<file path="src/rtl/bcd_btn_counter.sv">
// Two-button BCD digit counter.
// Each raw button runs through a 2-flop synchroniser and a debounce FSM.
// A debounced press steps the digit up or down, modulo MAX_COUNT+1.
// carry and borrow are one-cycle pulses that a later digit stage can chain on.

// Single button path: synchroniser, debounce FSM and press strobe.
module bcd_btn_debounce #(
  parameter int unsigned DEBOUNCE_CYCLES = 120000
) (
  input  logic clk,
  input  logic rst,
  input  logic btn_i,
  output logic press_o
);

  // The counter only has to reach DEBOUNCE_CYCLES-1, so $clog2 bits are enough.
  localparam int unsigned    CW       = (DEBOUNCE_CYCLES > 2) ? $clog2(DEBOUNCE_CYCLES) : 1;
  localparam logic [CW-1:0]  CNT_LAST = CW'(DEBOUNCE_CYCLES - 1);

  typedef enum logic [1:0] {
    IDLE         = 2'd0,
    WAIT_PRESS   = 2'd1,
    PRESSED      = 2'd2,
    WAIT_RELEASE = 2'd3
  } state_e;

  logic [1:0]    sync_q;
  logic          btn_sync;
  state_e        state_q;
  logic [CW-1:0] cnt_q;

  assign btn_sync = sync_q[1];

  // Two-flop synchroniser for the asynchronous, bouncy raw input.
  always_ff @(posedge clk or posedge rst) begin
    if (rst) sync_q <= '0;
    else     sync_q <= {sync_q[0], btn_i};
  end

  // Debounce FSM: a level must hold for DEBOUNCE_CYCLES+1 sampled cycles before
  // the FSM accepts it. A release bounce returns to PRESSED, so holding the
  // button never produces a second press.
  always_ff @(posedge clk or posedge rst) begin
    if (rst) begin
      state_q <= IDLE;
      cnt_q   <= '0;
    end else begin
      case (state_q)
        IDLE: begin
          if (btn_sync) begin
            state_q <= WAIT_PRESS;
            cnt_q   <= '0;
          end
        end
        WAIT_PRESS: begin
          if (!btn_sync)               state_q <= IDLE;
          else if (cnt_q == CNT_LAST)  state_q <= PRESSED;
          else                         cnt_q   <= cnt_q + 1'b1;
        end
        PRESSED: begin
          if (!btn_sync) begin
            state_q <= WAIT_RELEASE;
            cnt_q   <= '0;
          end
        end
        WAIT_RELEASE: begin
          if (btn_sync)                state_q <= PRESSED;
          else if (cnt_q == CNT_LAST)  state_q <= IDLE;
          else                         cnt_q   <= cnt_q + 1'b1;
        end
        default: state_q <= IDLE;
      endcase
    end
  end

  // Press strobe is the WAIT_PRESS->PRESSED transition itself. It is decoded
  // from current state so the digit register updates on that same edge.
  assign press_o = (state_q == WAIT_PRESS) && btn_sync && (cnt_q == CNT_LAST);

endmodule

// Top: two debounced button paths driving a modulo-(MAX_COUNT+1) BCD digit.
module bcd_btn_counter #(
  parameter int unsigned DEBOUNCE_CYCLES = 120000,
  parameter int unsigned MAX_COUNT       = 9
) (
  input  logic       clk,
  input  logic       rst,
  input  logic       btn_up,
  input  logic       btn_down,
  output logic [3:0] bcd,
  output logic       carry,
  output logic       borrow
);

  localparam int unsigned NUM_BTN = 2;
  localparam int unsigned BTN_UP  = 0;
  localparam int unsigned BTN_DN  = 1;
  localparam logic [3:0]  MAX_BCD = 4'(MAX_COUNT);

  logic [NUM_BTN-1:0] btn_raw;
  logic [NUM_BTN-1:0] press;

  logic [3:0] bcd_q, bcd_d;
  logic       carry_q, carry_d;
  logic       borrow_q, borrow_d;

  assign btn_raw[BTN_UP] = btn_up;
  assign btn_raw[BTN_DN] = btn_down;

  // One independent debounce path per button.
  for (genvar g = 0; g < NUM_BTN; g++) begin : g_btn
    bcd_btn_debounce #(
      .DEBOUNCE_CYCLES(DEBOUNCE_CYCLES)
    ) u_db (
      .clk     (clk),
      .rst     (rst),
      .btn_i   (btn_raw[g]),
      .press_o (press[g])
    );
  end

  // Next digit: step up or down with wrap. Coincident presses cancel out.
  always_comb begin
    bcd_d    = bcd_q;
    carry_d  = 1'b0;
    borrow_d = 1'b0;
    if (press[BTN_UP] && !press[BTN_DN]) begin
      if (bcd_q == MAX_BCD) begin
        bcd_d   = 4'd0;
        carry_d = 1'b1;
      end else begin
        bcd_d   = bcd_q + 4'd1;
      end
    end else if (press[BTN_DN] && !press[BTN_UP]) begin
      if (bcd_q == 4'd0) begin
        bcd_d    = MAX_BCD;
        borrow_d = 1'b1;
      end else begin
        bcd_d    = bcd_q - 4'd1;
      end
    end
  end

  // Digit and wrap pulses are registered together so they stay aligned.
  always_ff @(posedge clk or posedge rst) begin
    if (rst) begin
      bcd_q    <= 4'd0;
      carry_q  <= 1'b0;
      borrow_q <= 1'b0;
    end else begin
      bcd_q    <= bcd_d;
      carry_q  <= carry_d;
      borrow_q <= borrow_d;
    end
  end

  assign bcd    = bcd_q;
  assign carry  = carry_q;
  assign borrow = borrow_q;

endmodule

</file>
<file path="config.mk">
export PLATFORM = sky130hd
export DESIGN_NAME = bcd_btn_counter
export DESIGN_NICKNAME = d
export VERILOG_FILES = /design/src/rtl/bcd_btn_counter.sv
export SDC_FILE = /design/constraint.sdc
export NUM_CORES = 1
export LEC_CHECK = 0
export CAP_MARGIN = 20
export CORE_ASPECT_RATIO = 1.2
export CORE_MARGIN = 3
export CORE_UTILIZATION = 55
export CTS_CLUSTER_DIAMETER = 30
export DETAILED_ROUTE_END_ITERATION = 12
export GPL_TIMING_DRIVEN = 0
export PLACE_DENSITY = 0.7
export SLEW_MARGIN = 15
export SYNTH_ARGS = -nofsm -noshare
export SYNTH_HDL_FRONTEND = slang
export SYNTH_SLANG_ARGS = --single-unit
</file>
<file path="constraint.sdc">
create_clock -name clk -period 3.2 [get_ports clk]
set_input_delay 0.64 -clock clk [delete_from_list [all_inputs] [get_ports clk]]
set_output_delay 0.64 -clock clk [all_outputs]
set_load 0.02 [all_outputs]
</file>
* After elaboration in Yosys (flattened, before gate mapping)
Cells that the tools add are included.
** Cells by class
- Eq/ne operators :: 21
- Add/subtract/negate cells :: 4
- Mux-type cells :: 35
- Reductions and logical operators :: 16
** Operator list (number)
- $mux 17 :: 10
- $pmux 17 s4 :: 2
- $add 17x1->17 const B :: 2
- $eq 17x17->1 const B :: 2
- $mux 2 :: 12
- $mux 4 :: 4
- $pmux 2 s4 :: 2
- $reduce_and 4->1 :: 4
- $eq 2x2->1 const B :: 4
- $ne 2x1->1 const B :: 4
- $ne 2x2->1 const B :: 4
- $logic_and 1x1->1 :: 6
- $ne 3x1->1 const B :: 2
- $ne 3x3->1 const B :: 2
- $mux 1 :: 5
- $add 4x1->4 const B :: 1
- $eq 2x1->1 const B :: 2
- $eq 4x4->1 const B :: 1
- $logic_not 2->1 :: 2
- $logic_not 4->1 :: 1
- $sub 4x1->4 const B :: 1
- $logic_not 1->1 :: 2
- $reduce_bool 2->1 :: 1
** Word-level totals
- Output and inout bits :: 6
- Logic and storage cells :: 85
- Register bits :: 48

* Longest topological paths before layout
Gate-level depths: netlist of the first run.
- Depth after elaboration :: 7
- Depth in mapped cells :: 11

* Cells and area by module
Synthesis of the first run repeated with hierarchy kept, for this count alone.
** Second synthesis, totals
- Cell total of the unflattened synthesis :: 283
- Area total of the unflattened synthesis :: 2761.4 um^2
** By module, submodules not included
- bcd_btn_debounce :: area each 1179.9 um^2, cells each 121, instances 2, seq. area each 525.5 um^2
- bcd_btn_counter :: area each 401.6 um^2, cells each 41, instances 1, seq. area each 150.1 um^2

* Worst setup path after synthesis of the first run
Ideal clock, no wire load.
- Path type :: register -> register
- Start :: register g_btn[1].u_db.cnt_q[0]
- End :: register bcd_q[2], in the netlist bcd[2]
- Clock period less this slack :: 2.576 ns
- Path slack :: 0.624 ns
- Buffers on the path :: 1
- Stages on the path, launching flop included :: 12
- Data arrival time :: 2.441 ns
- Required time :: 3.065 ns
- Cell sequence :: dfrtp_1 ha_1 nand2_1 or4b_4 nor4_4 buf_6 nand3_1 inv_1 ha_1 o21bai_1 o21ai_0 o31ai_1
** Between the ends
- Word-level cells in the longest chain between the ends :: 5
- Elaborated cells on any way between the ends :: 7
- Those cells by class :: eq/ne (1); mux (1); reduce/logical (5)
** RTL lines
- start, declared :: line 30 : logic [CW-1:0] cnt_q;
- start signal, assigned :: line 58 : else cnt_q <= cnt_q + 1'b1;
- start signal, assigned :: line 69 : else cnt_q <= cnt_q + 1'b1;
- $eq 17x17->1 (*) :: line 78 : assign press_o = (state_q == WAIT_PRESS) && btn_sync && (cnt_q == CNT_LAST);
- $logic_and 1x1->1 (*) :: line 78
- $logic_not 1->1 :: line 128 : if (press[BTN_UP] && !press[BTN_DN]) begin
- $logic_and 1x1->1 :: line 128
- $mux 4 / $reduce_bool 2->1 (equally long branches)
- end signal, assigned :: line 148 : bcd_q <= 4'd0;
- end signal, assigned :: line 152 : bcd_q <= bcd_d;
- end, declared :: line 104 : logic [3:0] bcd_q, bcd_d;
Every way passes the cells marked *; elsewhere a longest branch is shown, timed or not.
A chain may end at the register's enable or synchronous reset.

* Final worst setup path of the first run
- Start :: register g_btn[1].u_db.cnt_q[0]
- End :: register bcd_q[3], in the netlist bcd[3]
Same word-level chain as after synthesis.

==> impl_table.tex, run 1 <==
\begin{tabular}{lr}
\hline
Metric & Value \\
\hline
\multicolumn{2}{l}{\textbf{Yosys}} \\
\quad Post-synthesis share of cell area spent on and, or, nand and nor gates & 26.2\% \\
\quad Library cell with the highest instance count after synthesis & sky130\_fd\_sc\_hd\_\_dfrtp\_1 \\
\quad Yosys top cell by area & sky130\_fd\_sc\_hd\_\_dfrtp\_1 \\
\quad Gate count after technology mapping & 269 \\
\quad Number of flops mapped to enable cells by yosys & 0 \\
\quad Warning count from the yosys run & 0 \\
\quad Synth cell count leaders & sky130\_fd\_sc\_hd\_\_dfrtp\_1 (48), sky130\_fd\_sc\_hd\_\_nand2\_1 (29), sky130\_fd\_sc\_hd\_\_nor2\_1 (27) \\
\quad Synth top area cells & sky130\_fd\_sc\_hd\_\_dfrtp\_1 (47\%), sky130\_fd\_sc\_hd\_\_nand2\_1 (4.3\%), sky130\_fd\_sc\_hd\_\_o21ai\_0 (4.1\%) \\
\quad Average size of a mapped cell & 9.44 sq um \\
\quad Main combinational cell family by area after synthesis & simple AND/OR/NAND/NOR gates \\
\quad FFs w/ async S/R, synth & 100\% \\
\quad Netlist area before placement & 2540 sq um \\
\quad Area share of fa/ha/maj cells after synthesis & 1.97\% \\
\quad Share of the synthesized area in compound gates (AO/OA/AOI/OAI) & 13.3\% \\
\quad Area share of the largest cell type after synthesis & about 47\% \\
\quad Share of cell area taken by muxes after synthesis & 1.82\% \\
\quad Flip-flop cell with the highest count after synthesis & sky130\_fd\_sc\_hd\_\_dfrtp\_1 \\
\quad Share of the yosys chip area belonging to registers & between 40 and 50\% \\
\quad Distinct cells, synth & 50 \\
\quad Area share of xor/xnor cells in the synthesized design & 6.21\% \\
\quad Net Count, Synth & 277 \\
\quad Flip-flop and latch count after synthesis & 48 \\
\multicolumn{2}{l}{\textbf{Power}} \\
\quad Worst IR drop on VDD & about 330 uV \\
\quad Net Switching & around 260 uW \\
\quad Share of power burned in the clock network & 37.3\% \\
\quad Internal cell power & 885 uW \\
\quad Part of the power in combinational logic & 6.4\% \\
\quad Leakage dissipation & 0.00120 uW \\
\quad Sequential share of power & 56.3\% \\
\quad Total power per unit cell area & 405 nW/um\^{}2 \\
\quad Sw Share & 22.8\% \\
\multicolumn{2}{l}{\textbf{STA}} \\
\quad Shortest period the worst path allows & roughly 2900 ps \\
\quad Max Clk Rate & 347 MHz \\
\quad RSZ-0062 raised after global routing & false \\
\quad Pin slew with the least headroom to its limit & 659 ps \\
\quad Total count of hold-check failures in the final report & 0 \\
\quad Final clock skew & 6.21 ps \\
\quad Max-slew headroom & 55.9\% \\
\quad Setup tns final & 0 ps \\
\quad Count of final max-slew check failures & 0 \\
\quad Tcrit/Tclk final & 90.1\% \\
\quad Count of final setup violators & 0 \\
\multicolumn{2}{l}{\textbf{Routing}} \\
\quad Routed wire per std cell & 14.1 microns \\
\quad Antenna Nets Post-Route & 0 \\
\quad Iteration count of the initial detailed-routing pass & 4 \\
\quad Aggregate routed wire length & 4.83 mm \\
\quad Iteration-0 DRC count of the detailed router & 110 \\
\quad Per-cell via count in the routed design & 5.73 \\
\quad Number of remaining DRC errors & 0 \\
\quad Total vias in the final route & approximately 2000 \\
\multicolumn{2}{l}{\textbf{Global route}} \\
\quad Pin count of the biggest net entering global routing & 35 \\
\quad Number of antenna violations at the first check in global routing & 0 \\
\quad GRT Overall Usage & 19.9\% \\
\quad Wire length of the first global-routing pass & 8.44 mm \\
\quad Leftover overflow at the end of global routing & 0 \\
\quad Via count of the first global-routing pass & 1912 \\
\multicolumn{2}{l}{\textbf{Layout}} \\
\quad Nets & 294 \\
\quad Filler cell count & 360 \\
\quad Total inserted antenna cells & 0 \\
\quad Proportion of layout cells with a drive suffix above 1 & around 7.7\% \\
\quad Synthesis-to-finish area growth & 11.3\% \\
\quad Final std cell area, no fill & 2830 sq um \\
\multicolumn{2}{l}{\textbf{Critical path}} \\
\quad Largest driver fanout on the critical path & 10 \\
\quad Worst Setup Path Type & reg2reg \\
\quad Worst Setup End Kind & flop \\
\quad Required time of the critical path & 3380 ps \\
\quad Arrival time at the worst endpoint & 3060 ps \\
\quad Startpoint type of the worst setup path & flop \\
\multicolumn{2}{l}{\textbf{Clock network}} \\
\quad Number of gates resized after cts & 0 \\
\quad Inserted Clock Buffers & 5 \\
\quad Post-CTS Setup Repair Bufs & 0 \\
\quad Clock Pin Slew Worst Setup and Hold Paths & approximately 90 ps \\
\quad Clk root buf & sky130\_fd\_sc\_hd\_\_clkbuf\_8 \\
\quad TritonCTS clock tree & done \\
\quad Number of H-tree levels & 2 \\
\quad Clock tree buffer depth & 2 \\
\quad Later-pin clock latency in the skew report & 300 ps \\
\quad CTS Sinks & 48 \\
\quad Quantity of hold-fixing buffers added after cts & 0 \\
\multicolumn{2}{l}{\textbf{Floorplan}} \\
\quad Placeable core region & 4360 sq um \\
\quad Die extent in y & 80.4 microns \\
\quad Floorplan die width & 68.0 microns \\
\quad Ports & 10 \\
\quad Die outline area & 5470 sq um \\
\quad Cell row count & 26 \\
\quad Initial core utilization & 58.3\% \\
\multicolumn{2}{l}{\textbf{Placement}} \\
\quad Final estimated routing congestion in global placement & 0.822 \\
\quad Placed inst area & approximately 2700 sq um \\
\quad DPL Wire Length & 3.46 mm \\
\quad Number of I/O port buffers & 9 \\
\multicolumn{2}{l}{\textbf{Min path}} \\
\quad Type of the most critical hold path & reg2reg \\
\multicolumn{2}{l}{\textbf{Status}} \\
\quad Outcome & finished clean \\
\multicolumn{2}{l}{\textbf{Job}} \\
\quad Reported max-cap violation count & 0 \\
\hline
\end{tabular}
==> metal layers <==
metal | part of all wire (%) | up-vias | global-route usage [%]
met4 | 1.3 | 0 | 5.96
met1 | 46 | 939 | 25.2
met3 | 2.4 | 7 | 3.78
met5 | 0 | - | 0
met2 | 50 | 26 | 33.9
li1 | - | 993 | -
==> stage by stage <==
| stage | total power, uW | hold slack, ps | cells | util, % | worst slack [ps] |
|---|---|---|---|---|---|
| after floorplan | 705 | 331 | 269 | - | 624 |
| after global placement | 727 | 334 | 334 | 61.9 | 352 |
| after detailed placement | 731 | 336 | 335 | 62.4 | 345 |
| after CTS | 1160 | 357 | 343 | 64.9 | 314 |
| after global routing | 1200 | 367 | 343 | 64.9 | 89.7 |
| final | 1150 | 354 | 343 | 64.9 | 317 |
==> sequential cells by signal (all words and copies together), names as in the netlist, named ones only <==
register and count:
g_btn.u_db.cnt_q 34, bcd 4, g_btn.u_db.sync_q 4, g_btn.u_db.state_q 2
borrow 1, carry 1
==> worst paths after layout <==
kind	from	end	slack (ps)	depth (start not counted)
min in group asynchronous	rst	g_btn[0].u_db.cnt_q[1]	620	2
setup / recovery	g_btn[1].u_db.cnt_q[0]	bcd[3]	320	11
hold / removal	g_btn[0].u_db.sync_q[0]	g_btn[0].u_db.sync_q[1]	350	0
max in group asynchronous	rst	g_btn[1].u_db.cnt_q[1]	2090	3
hold reg to reg	g_btn[0].u_db.sync_q[0]	g_btn[0].u_db.sync_q[1]	350	0
setup reg to reg	g_btn[1].u_db.cnt_q[0]	bcd[3]	320	11
==> layout make-up <==
cell class / instances / area (sq um) / share of cell area (%)
multi-input combinational: 202 / 1260 / 44.4
sequential: 48 / 1200 / 42.5
clock inverter: 2 / 35.0 / 1.24
clock buffer: 6 / 72.6 / 2.57
timing repair buffer: 10 / 110 / 3.89
buffer: 9 / 45.0 / 1.59
tap: 56 / 70.1 / 2.48
inverter: 10 / 37.5 / 1.33
==> cells by family after synthesis <==
| group | count (synthesis) |
|---|---|
| compound gates | 53 |
| xor+xnor | 18 |
| fa+ha+maj | 4 |
| buf+inv | 19 |
| flops | 48 |
| mux | 4 |
| simple gates | 123 |
==> cell usage in the layout, fill, tap and decap left out, types with 3 or more instances in the layout <==
cell,n
sky130_fd_sc_hd__nand2_1,29
sky130_fd_sc_hd__xnor2_1,9
sky130_fd_sc_hd__clkbuf_8,5
sky130_fd_sc_hd__nor2_1,27
sky130_fd_sc_hd__and3_1,6
sky130_fd_sc_hd__clkbuf_1,8
sky130_fd_sc_hd__or2_2,3
sky130_fd_sc_hd__xor2_1,9
sky130_fd_sc_hd__nand3_1,16
sky130_fd_sc_hd__o21ai_0,21
sky130_fd_sc_hd__dfrtp_1,48
sky130_fd_sc_hd__a21oi_1,5
sky130_fd_sc_hd__ha_1,4
sky130_fd_sc_hd__and4_1,3
sky130_fd_sc_hd__o211ai_1,3
sky130_fd_sc_hd__inv_1,9
sky130_fd_sc_hd__o311ai_0,3
sky130_fd_sc_hd__nor3_1,9
sky130_fd_sc_hd__clkdlybuf4s50_1,9
sky130_fd_sc_hd__or4_1,6
sky130_fd_sc_hd__o31ai_1,7
==> critical path, cell delays in order, from the launching register on <==
cell and delay (ps):
sky130_fd_sc_hd__dfrtp_1 400, sky130_fd_sc_hd__ha_1 220, sky130_fd_sc_hd__nand2_1 120, sky130_fd_sc_hd__or4b_4 520, sky130_fd_sc_hd__nor4_4 370, sky130_fd_sc_hd__buf_6 200, sky130_fd_sc_hd__nand3_1 110, sky130_fd_sc_hd__inv_1 70
sky130_fd_sc_hd__ha_1 290, sky130_fd_sc_hd__o21bai_1 200, sky130_fd_sc_hd__o21ai_0 170, sky130_fd_sc_hd__o31ai_1 90
==> power by group through the flow <==
stage / clock network [uW] / logic (uW) / registers [uW]
2_1_floorplan: 0 / 52.7 / 652
3_3_place_gp: 0 / 70.6 / 656
3_5_place_dp: 0 / 74.7 / 657
4_1_cts: 437 / 75.2 / 645
5_1_grt: 465 / 84.0 / 648
6_report: 428 / 73.5 / 645
Power figures use the tool's default switching activity.
==> inputs of run 2 (changes only) <==
Settings changed: PLACE_DENSITY 0.7 to 0.78.
Clock period 3.2 ns to 3.34 ns, I/O delays scaled along.
==> impl_table.tex, run 2 (same netlist as run 1, synthesis figures left out) <==
\begin{tabular}{lr}
\hline
Metric & Value \\
\hline
\multicolumn{2}{l}{\textbf{Critical path}} \\
\quad Required time of the critical path & 3520 ps (+140 ps) \\
\quad Arrival time at the worst endpoint & 3060 ps (about the same) \\
\quad Depth of the most critical reg-to-reg path & 11 (unchanged) \\
\quad Worst Setup EP & bcd[2] \\
\quad Worst reg2reg endpoint & bcd[2] \\
\quad Startpoint type of the worst setup path & flop \\
\quad Worst-case register-to-register setup slack & 460 ps (+140 ps) \\
\quad Worst Setup End Kind & flop \\
\quad Critical R2R Launch & g\_btn[1].u\_db.cnt\_q[0] \\
\quad Critical Path Start & g\_btn[1].u\_db.cnt\_q[0] \\
\quad Largest driver fanout on the critical path & 10 (unchanged) \\
\quad Worst Setup Path Type & reg2reg \\
\multicolumn{2}{l}{\textbf{Global route}} \\
\quad Number of antenna violations at the first check in global routing & 0 (unchanged) \\
\quad Pin count of the biggest net entering global routing & 38 (+8.6\%) \\
\quad GRT Overall Usage & 19.2\% (-0.76 points) \\
\quad Leftover overflow at the end of global routing & 0 (unchanged) \\
\quad Via count of the first global-routing pass & 1773 (-7.3\%) \\
\quad Wire length of the first global-routing pass & 8.06 mm (-4.5\%) \\
\multicolumn{2}{l}{\textbf{Clock network}} \\
\quad TritonCTS clock tree & done \\
\quad Number of H-tree levels & 2 (unchanged) \\
\quad Quantity of hold-fixing buffers added after cts & 0 (unchanged) \\
\quad Clk root buf & sky130\_fd\_sc\_hd\_\_clkbuf\_8 \\
\quad Clock Pin Slew Worst Setup and Hold Paths & 80 ps (about the same) \\
\quad Number of gates resized after cts & 0 (unchanged) \\
\quad Later-pin clock latency in the skew report & 300 ps (about the same) \\
\quad Inserted Clock Buffers & 5 (unchanged) \\
\quad CTS Sinks & 48 (unchanged) \\
\quad Post-CTS Setup Repair Bufs & 0 (unchanged) \\
\quad Clock tree buffer depth & 2 (unchanged) \\
\multicolumn{2}{l}{\textbf{STA}} \\
\quad Worst Hold Margin & 357 ps (+2.35 ps) \\
\quad Count of final setup violators & 0 (unchanged) \\
\quad Tcrit/Tclk final & 86.2\% (-3.9 points) \\
\quad Max Clk Rate & 347 MHz (about the same) \\
\quad Pin slew with the least headroom to its limit & 666 ps (+6.90 ps) \\
\quad Total count of hold-check failures in the final report & 0 (unchanged) \\
\quad Count of final max-slew check failures & 0 (unchanged) \\
\quad Max-slew headroom & 55.3\% (-0.64 points) \\
\quad Shortest period the worst path allows & 2880 ps (-2.63 ps) \\
\quad RSZ-0062 raised after global routing & false \\
\quad Final clock skew & 13.2 ps (+7.03 ps) \\
\quad Setup tns final & 0 ps (unchanged) \\
\multicolumn{2}{l}{\textbf{Floorplan}} \\
\quad Cell row count & 26 (unchanged) \\
\quad Ports & 10 (unchanged) \\
\quad Initial core utilization & 58.3\% (unchanged) \\
\quad Die outline area & 5470 sq um (unchanged) \\
\quad Placeable core region & 4360 sq um (unchanged) \\
\quad Floorplan die width & 68.0 microns (unchanged) \\
\quad Die extent in y & 80.4 microns (unchanged) \\
\multicolumn{2}{l}{\textbf{Routing}} \\
\quad Aggregate routed wire length & 4.75 mm (-1.6\%) \\
\quad Iteration-0 DRC count of the detailed router & 123 (+12\%) \\
\quad Number of remaining DRC errors & 0 (unchanged) \\
\quad Per-cell via count in the routed design & 5.83 (+1.7\%) \\
\quad Antenna Nets Post-Route & 0 (unchanged) \\
\quad Routed wire per std cell & 13.9 microns (-1.6\%) \\
\quad Total vias in the final route & 1999 (+1.7\%) \\
\quad Iteration count of the initial detailed-routing pass & 4 (unchanged) \\
\multicolumn{2}{l}{\textbf{Layout}} \\
\quad Total inserted antenna cells & 0 (unchanged) \\
\quad Register bank with the most flops & g\_btn.u\_db.cnt\_q \\
\quad Commonest cells after routing, fill and taps aside & sky130\_fd\_sc\_hd\_\_dfrtp\_1 (48), sky130\_fd\_sc\_hd\_\_nand2\_1 (29), sky130\_fd\_sc\_hd\_\_nor2\_1 (27) \\
\quad Nets & 294 (unchanged) \\
\quad Synthesis-to-finish area growth & 11.9\% \\
\quad Most common cell after layout, fill and taps aside & sky130\_fd\_sc\_hd\_\_dfrtp\_1 \\
\quad Max reg flops & 34 (unchanged) \\
\quad Proportion of layout cells with a drive suffix above 1 & 8.01\% (+0.35 points) \\
\multicolumn{2}{l}{\textbf{Job}} \\
\quad Reported max-cap violation count & 0 (unchanged) \\
\multicolumn{2}{l}{\textbf{Min path}} \\
\quad Type of the most critical hold path & reg2reg \\
\quad Worst hold path cell count & 0 (unchanged) \\
\multicolumn{2}{l}{\textbf{Power}} \\
\quad Leakage dissipation & 0.00121 uW (+0.52\%) \\
\quad Total power per unit cell area & 396 nW/um\^{}2 (-2.2\%) \\
\quad Final Power & 1130 uW (-1.7\%) \\
\quad Worst IR drop on VDD & 296 uV (-9.6\%) \\
\multicolumn{2}{l}{\textbf{Placement}} \\
\quad Final estimated routing congestion in global placement & 0.881 (+7.3\%) \\
\quad Number of I/O port buffers & 9 (unchanged) \\
\quad DPL Wire Length & 3.40 mm (-2.0\%) \\
\multicolumn{2}{l}{\textbf{Status}} \\
\quad Outcome & finished clean \\
\hline
\end{tabular}
run 2: cell count changes in the layout (fill, tap and decap cells not counted):
cell                       delta
sky130_fd_sc_hd__clkinv_4     +1
sky130_fd_sc_hd__clkbuf_8     +1
sky130_fd_sc_hd__clkinv_2     -1
sky130_fd_sc_hd__clkbuf_1     -1
run 2: where the power goes:
part | internal (uW) | switching (uW)
Sequential | 598 | 19.5
Combinational | 27.6 | 43.5
Clock | 245 | 192
run 2: per-layer routing:
metal  part of all wire, %  wire length [microns]  GRT usage [%]  vias to the layer above
met5                     0                      0              0                        -
met4                   1.6                     76           5.96                        0
li1                      -                      -              -                      995
met1                    47                   2220           24.6                      962
met3                   3.6                    172           4.62                        7
met2                    48                   2290           31.4                       35
run 2: cell type report:
type,instances,area [sq um]
tap,56,70.1
timing repair buffer,10,110
buffer,9,45.0
clock inverter,2,38.8
sequential,48,1200
inverter,10,37.5
multi-input combinational,202,1260
clock buffer,6,82.6
fill,368,1520
run 2: worst min path at each step:
stage	start	endpoint
finish	g_btn[1].u_db.sync_q[0]	g_btn[1].u_db.sync_q[1]
global route	g_btn[0].u_db.sync_q[0]	g_btn[0].u_db.sync_q[1]
CTS	g_btn[1].u_db.sync_q[0]	g_btn[1].u_db.sync_q[1]
detailed placement	g_btn[0].u_db.sync_q[0]	g_btn[0].u_db.sync_q[1]
floorplan	g_btn[0].u_db.sync_q[0]	g_btn[0].u_db.sync_q[1]
global placement	g_btn[0].u_db.sync_q[0]	g_btn[0].u_db.sync_q[1]
run 2: metrics by stage:
| step | util (%) | instance area, sq um | std cells | worst slack (ps) |
|---|---|---|---|---|
| 5_1_grt | 65.2 | 2840 | 343 | 192 |
| 3_5_place_dp | 62.4 | 2720 | 335 | 466 |
| 4_1_cts | 65.2 | 2840 | 343 | 453 |
| 3_3_place_gp | 61.9 | 2700 | 334 | 503 |
| 2_1_floorplan | - | 2540 | 269 | 764 |
| 6_report | 65.2 | 2840 | 343 | 460 |
run 2: worst max-delay path: stages, from the launching register on:
cell and delay (ps):
sky130_fd_sc_hd__dfrtp_1 390, sky130_fd_sc_hd__ha_1 210, sky130_fd_sc_hd__nand2_1 110, sky130_fd_sc_hd__or4b_4 520, sky130_fd_sc_hd__nor4_4 360, sky130_fd_sc_hd__buf_6 200, sky130_fd_sc_hd__nand3_1 110, sky130_fd_sc_hd__inv_1 70
sky130_fd_sc_hd__ha_1 290, sky130_fd_sc_hd__o21bai_1 200, sky130_fd_sc_hd__o21ai_0 190, sky130_fd_sc_hd__o31ai_1 100
==> inputs of run 3 (changes only) <==
Settings changed: CTS_BUF_LIST set to sky130_fd_sc_hd__clkbuf_4, SETUP_SLACK_MARGIN set to 0.05.
==> impl_table.tex, run 3 (same netlist as run 1, synthesis figures left out) <==
\begin{tabular}{lr}
\hline
Metric & Value \\
\hline
\multicolumn{2}{l}{\textbf{Status}} \\
\quad Outcome & finished clean \\
\multicolumn{2}{l}{\textbf{Placement}} \\
\quad DPL Wire Length & 3.40 mm (unchanged) \\
\quad Final estimated routing congestion in global placement & 0.881 (unchanged) \\
\quad Number of I/O port buffers & 9 (unchanged) \\
\multicolumn{2}{l}{\textbf{Critical path}} \\
\quad Cell with the biggest individual delay on the critical path & sky130\_fd\_sc\_hd\_\_or4b\_4 \\
\quad Critical R2R Launch & g\_btn[1].u\_db.cnt\_q[0] \\
\quad Critical Path Start & g\_btn[1].u\_db.cnt\_q[0] \\
\quad Worst Setup EP & bcd[2] \\
\quad Max stage delay on crit path & 520 ps (about the same) \\
\quad Worst-case register-to-register setup slack & 460 ps (about the same) \\
\quad CP bufs+invs & 2 (unchanged) \\
\quad CP dominant cell by count & sky130\_fd\_sc\_hd\_\_ha\_1 \\
\quad Depth of the most critical reg-to-reg path & 11 (unchanged) \\
\quad Largest driver fanout on the critical path & 10 (unchanged) \\
\quad Startpoint type of the worst setup path & flop \\
\quad Worst Setup End Kind & flop \\
\quad Kind of cell with the highest combined delay on the critical path & simple AND/OR/NAND/NOR gates \\
\quad Arrival time at the worst endpoint & 3130 ps (+70 ps) \\
\quad Ordered list of cells on the worst path & ha\_1, nand2\_1, or4b\_4, nor4\_4, buf\_6, nand3\_1, inv\_1, ha\_1, o21bai\_1, o21ai\_0, o31ai\_1 \\
\quad Worst reg2reg endpoint & bcd[2] \\
\quad Worst Setup Path Type & reg2reg \\
\quad Required time of the critical path & 3590 ps (+70 ps) \\
\quad Cell count along the critical path & 11 (unchanged) \\
\multicolumn{2}{l}{\textbf{Floorplan}} \\
\quad Ports & 10 (unchanged) \\
\quad Initial core utilization & 58.3\% (unchanged) \\
\quad Die outline area & 5470 sq um (unchanged) \\
\quad Die extent in y & 80.4 microns (unchanged) \\
\quad Floorplan die width & 68.0 microns (unchanged) \\
\quad Placeable core region & 4360 sq um (unchanged) \\
\quad Cell row count & 26 (unchanged) \\
\multicolumn{2}{l}{\textbf{Clock network}} \\
\quad Later-pin clock latency in the skew report & 360 ps (+60 ps) \\
\quad Quantity of hold-fixing buffers added after cts & 0 (unchanged) \\
\quad TritonCTS clock tree & done \\
\quad Clock tree buffer depth & 2 (unchanged) \\
\quad Clk root buf & sky130\_fd\_sc\_hd\_\_clkbuf\_4 \\
\quad Number of gates resized after cts & 0 (unchanged) \\
\quad Clock Pin Slew Worst Setup and Hold Paths & 130 ps (+50 ps) \\
\quad CTS Sinks & 48 (unchanged) \\
\quad Inserted Clock Buffers & 5 (unchanged) \\
\quad Number of H-tree levels & 2 (unchanged) \\
\quad Post-CTS Setup Repair Bufs & 0 (unchanged) \\
\multicolumn{2}{l}{\textbf{STA}} \\
\quad Total count of hold-check failures in the final report & 0 (unchanged) \\
\quad RSZ-0062 raised after global routing & false \\
\quad Shortest period the worst path allows & 2880 ps (+0.585 ps) \\
\quad Max Clk Rate & 347 MHz (about the same) \\
\quad Count of final setup violators & 0 (unchanged) \\
\quad Tcrit/Tclk final & 86.2\% (about the same) \\
\quad Max-slew headroom & 56.3\% (+1.1 points) \\
\quad Setup tns final & 0 ps (unchanged) \\
\quad Pin slew with the least headroom to its limit & 650 ps (-15.9 ps) \\
\quad Worst Hold Margin & 367 ps (+10.1 ps) \\
\quad Final clock skew & 15.6 ps (+2.35 ps) \\
\quad Count of final max-slew check failures & 0 (unchanged) \\
\multicolumn{2}{l}{\textbf{Global route}} \\
\quad Leftover overflow at the end of global routing & 0 (unchanged) \\
\quad Wire length of the first global-routing pass & 8.05 mm (about the same) \\
\quad Pin count of the biggest net entering global routing & 38 (unchanged) \\
\quad Number of antenna violations at the first check in global routing & 0 (unchanged) \\
\quad Via count of the first global-routing pass & 1778 (+0.28\%) \\
\quad GRT Overall Usage & 19.1\% (-0.12 points) \\
\multicolumn{2}{l}{\textbf{Power}} \\
\quad Worst IR drop on VDD & 282 uV (-4.7\%) \\
\quad Leakage dissipation & 0.00119 uW (-1.5\%) \\
\quad Total power per unit cell area & 368 nW/um\^{}2 (-7.1\%) \\
\multicolumn{2}{l}{\textbf{Routing}} \\
\quad Amount of wire on met3 after detailed routing & 149 microns (-13\%) \\
\quad Uppermost metal layer occupied by signal nets & met4 \\
\quad Total vias in the final route & 2002 (+0.15\%) \\
\quad Iteration-0 DRC count of the detailed router & 155 (+26\%) \\
\quad Iteration count of the initial detailed-routing pass & 6 (+2) \\
\quad Number of remaining DRC errors & 0 (unchanged) \\
\quad Routed wire per std cell & 13.8 microns (-0.29\%) \\
\quad Routed metal-1 wirelength & 2.27 mm (+2.2\%) \\
\quad Metal2 WL & 2.26 mm (-1.1\%) \\
\quad Antenna Nets Post-Route & 0 (unchanged) \\
\quad Aggregate routed wire length & 4.74 mm (-0.29\%) \\
\quad Per-cell via count in the routed design & 5.84 (+0.15\%) \\
\multicolumn{2}{l}{\textbf{Layout}} \\
\quad Commonest cells after routing, fill and taps aside & sky130\_fd\_sc\_hd\_\_dfrtp\_1 (48), sky130\_fd\_sc\_hd\_\_nand2\_1 (29), sky130\_fd\_sc\_hd\_\_nor2\_1 (27) \\
\quad Proportion of layout cells with a drive suffix above 1 & 7.67\% (-0.35 points) \\
\quad Register bank with the most flops & g\_btn.u\_db.cnt\_q \\
\quad Max reg flops & 34 (unchanged) \\
\quad Sequential cell area in the final layout & 1200 sq um (unchanged) \\
\quad Filler cell count & 373 (+1.4\%) \\
\quad Synthesis-to-finish area growth & 10.2\% \\
\quad Combined area of the multi-input logic cells & 1260 sq um (unchanged) \\
\quad Total inserted antenna cells & 0 (unchanged) \\
\quad Most common cell after layout, fill and taps aside & sky130\_fd\_sc\_hd\_\_dfrtp\_1 \\
\quad Nets & 294 (unchanged) \\
\multicolumn{2}{l}{\textbf{Min path}} \\
\quad Type of the most critical hold path & reg2reg \\
\multicolumn{2}{l}{\textbf{Job}} \\
\quad Reported max-cap violation count & 0 (unchanged) \\
\hline
\end{tabular}
run 3: cell count changes in the layout (fill, tap and decap cells not counted):
cell | before | now
sky130_fd_sc_hd__clkbuf_8 | 6 | 0
sky130_fd_sc_hd__clkbuf_4 | 1 | 6
sky130_fd_sc_hd__clkinv_1 | 0 | 1
run 3: power by group:
group	total (uW)	internal, uW	switching, uW	leakage, uW
sequential	618	599	19.4	0.000652
clock	342	157	185	0.0000428
combinational	71.4	27.7	43.8	0.000492
run 3: cell type report:
| cell class | instances | area share [%] |
|---|---|---|
| inverter | 10 | 1.34 |
| clock buffer | 5 | 1.34 |
| timing repair buffer | 10 | 3.93 |
| clock inverter | 3 | 1.52 |
| buffer | 9 | 1.61 |
| sequential | 48 | 42.9 |
| multi-input combinational | 202 | 44.9 |
| tap | 56 | 2.50 |
run 3: how the worst min path moves through the flow:
stage / slack [ps] / cells past startpoint / start / end
global placement: 330 / 0 / g_btn[0].u_db.sync_q[0] / g_btn[0].u_db.sync_q[1]
CTS: 370 / 0 / g_btn[1].u_db.sync_q[0] / g_btn[1].u_db.sync_q[1]
global route: 380 / 0 / g_btn[0].u_db.sync_q[0] / g_btn[0].u_db.sync_q[1]
finish: 370 / 0 / g_btn[1].u_db.sync_q[0] / g_btn[1].u_db.sync_q[1]
floorplan: 330 / 0 / g_btn[0].u_db.sync_q[0] / g_btn[0].u_db.sync_q[1]
detailed placement: 340 / 0 / g_btn[0].u_db.sync_q[0] / g_btn[0].u_db.sync_q[1]
run 3: metrics by stage:
step	utilization [%]	std cells	setup WS, ps	cell area (sq um)	total power, uW
2_1_floorplan	-	269	764	2540	675
3_3_place_gp	61.9	334	503	2700	694
3_5_place_dp	62.4	335	466	2720	702
4_1_cts	64.2	343	457	2800	1040
5_1_grt	64.2	343	179	2800	1080
6_report	64.2	343	459	2800	1030
run 3: per-layer routing:
metal / track usage (%) / up-vias
met3: 4.62 / 7
met2: 31.4 / 31
li1: - / 998
met4: 4.77 / 0
met1: 24.8 / 966
met5: 0 / -
==> RTL edit: new RTL, settings of run 1 <==
`DEBOUNCE_CYCLES` is set to 120000 in 2 places; all go to 60000.
--- a/src/rtl/bcd_btn_counter.sv
+++ b/src/rtl/bcd_btn_counter.sv
@@ -7,3 +7,3 @@
 module bcd_btn_debounce #(
-  parameter int unsigned DEBOUNCE_CYCLES = 120000
+  parameter int unsigned DEBOUNCE_CYCLES = 60000
 ) (
@@ -83,3 +83,3 @@
 module bcd_btn_counter #(
-  parameter int unsigned DEBOUNCE_CYCLES = 120000,
+  parameter int unsigned DEBOUNCE_CYCLES = 60000,
   parameter int unsigned MAX_COUNT       = 9
Function: same outputs for any inputs over 10 cycles, from zero or initial values and one cycle with rst high; that may be too few to reach the edited logic, so the function may still have changed.
==> RTL edit against run 1 <==
- worst setup slack lost 0.026 ns
- routed wire length grew 1.3%
- sequential cell count shrank 2
- count of clock-buffer cells in the layout grew 1
- total power shrank 7.7%
- area after synthesis shrank 0.94%
- final area shrank 1.4%
- die area shrank 0.85%
- non-clock buffer count grew 1
- core utilization shrank 0.41 points
- critical path type unchanged
==> RTL edit: results (changes against run 1) <==
Seq/Total Area, Yosys -> 0.457 (-0.0154)
first-pass GRT wire length -> 8530 um (+1.1%)
dpl ws -> 0.299 ns (-0.0460 ns)
Synth Area in XOR/XNOR -> 0.0656 (+0.00357)
worst-path fanout max -> 6 (-4)
R2R Path Start -> g_btn[0].u_db.cnt_q[0]
Critical-path top delay cell -> a2111oi_1
top cells by count, synth -> dfrtp_1 (46), nor2_1 (25), nand2_1 (24)
syn nets -> 262 (-5.4%)
Post-Route WL -> 4890 um (+1.3%)
mux cell area share after synthesis -> 0.0169 (-0.00132)
worst hold slack -> 0.358 ns (+0.00384 ns)
Hold EP -> g_btn[1].u_db.sync_q[1]
Nets -> 279 (-5.1%)
r2r setup slk -> 0.29 ns (-0.03 ns)
Netlist cell types -> 57 (+14%)
Worst-Margin Slew -> 0.578 ns (-0.0812 ns)
GRT Resource Usage Total -> 0.205 (+0.00543)
Leakage -> 1.16 nW (-3.7%)
Detail Placement HPWL -> 3490 um (+0.78%)
fillers -> 371 (+3.1%)
vias per cell -> 5.87 (+2.5%)
final RePlAce weighted congestion -> 0.842 (+2.5%)
Max VDD drop -> 0.238 mV (-27%)
cells after synthesis -> 254 (-5.6%)
adder-cell area share of the yosys netlist -> 0.0199 (+0.000186)
layout cell share with drive strength beyond 1 -> 0.136 (+0.0594)
top cells by area, synth -> dfrtp_1 (46%), xnor2_1 (4.2%), nor2_1 (3.7%), nand3_1 (3.6%), nand2_1 (3.6%)
Iteration-0 DRC Markers -> 114 (+3.6%)
post-synthesis compound-gate area fraction -> 0.117 (-0.0157)
status -> complete, no violations
crit path DAT -> 3.08 ns (+0.02 ns)
Largest register FFs -> 32 (-5.9%)
[RTL edit: cell count changes in the layout (fill, tap and decap cells not counted), sizes merged, moves of 3 or more]
cell,run 1,this run
xnor2,9,12
a21oi,5,11
xor2,9,6
o21ai,21,7
a22o,0,3
o211ai,3,0
nand2,30,27
or4,6,1
nand4,2,9
nand3,17,20
[RTL edit: per-layer routing]
layer  up-vias  part of all wire  global-route usage
li1        953                 -                   -
met1       943              0.45               0.260
met2        24              0.51               0.343
met3         6             0.024              0.0448
met4         0             0.013              0.0629
met5         -                 0                   0
[RTL edit: area by class of cell]
type | count | area [sq um] | area share
Sequential cell | 46 | 1150 | 0.413
Inverter | 8 | 30.0 | 0.0108
Clock inverter | 1 | 5.00 | 0.00179
Buffer | 10 | 47.5 | 0.0170
Clock buffer | 7 | 86.3 | 0.0310
Timing Repair Buffer | 10 | 110 | 0.0395
Multi-Input combinational cell | 190 | 1290 | 0.462
Tap cell | 56 | 70.1 | 0.0251
[RTL edit: power by group]
group / leakage [nW] / total [mW] / internal, mW / switching [mW]
registers: 0.624 / 0.621 / 0.599 / 0.0219
logic: 0.483 / 0.0705 / 0.0292 / 0.0414
clock network: 0.0482 / 0.366 / 0.175 / 0.192
[RTL edit: worst max-delay path by stage]
stage / from / depth (start not counted) / end / slack (ns)
after global placement: g_btn[0].u_db.cnt_q[0] / 11 / bcd[3] / 0.33
final: g_btn[0].u_db.cnt_q[0] / 11 / bcd[3] / 0.29
after detailed placement: g_btn[0].u_db.cnt_q[0] / 11 / bcd[3] / 0.30
after global routing: g_btn[0].u_db.cnt_q[0] / 11 / bcd[3] / 0.01
after CTS: g_btn[0].u_db.cnt_q[0] / 11 / bcd[3] / 0.28
after floorplan: g_btn[0].u_db.cnt_q[0] / 11 / bcd[3] / 0.74
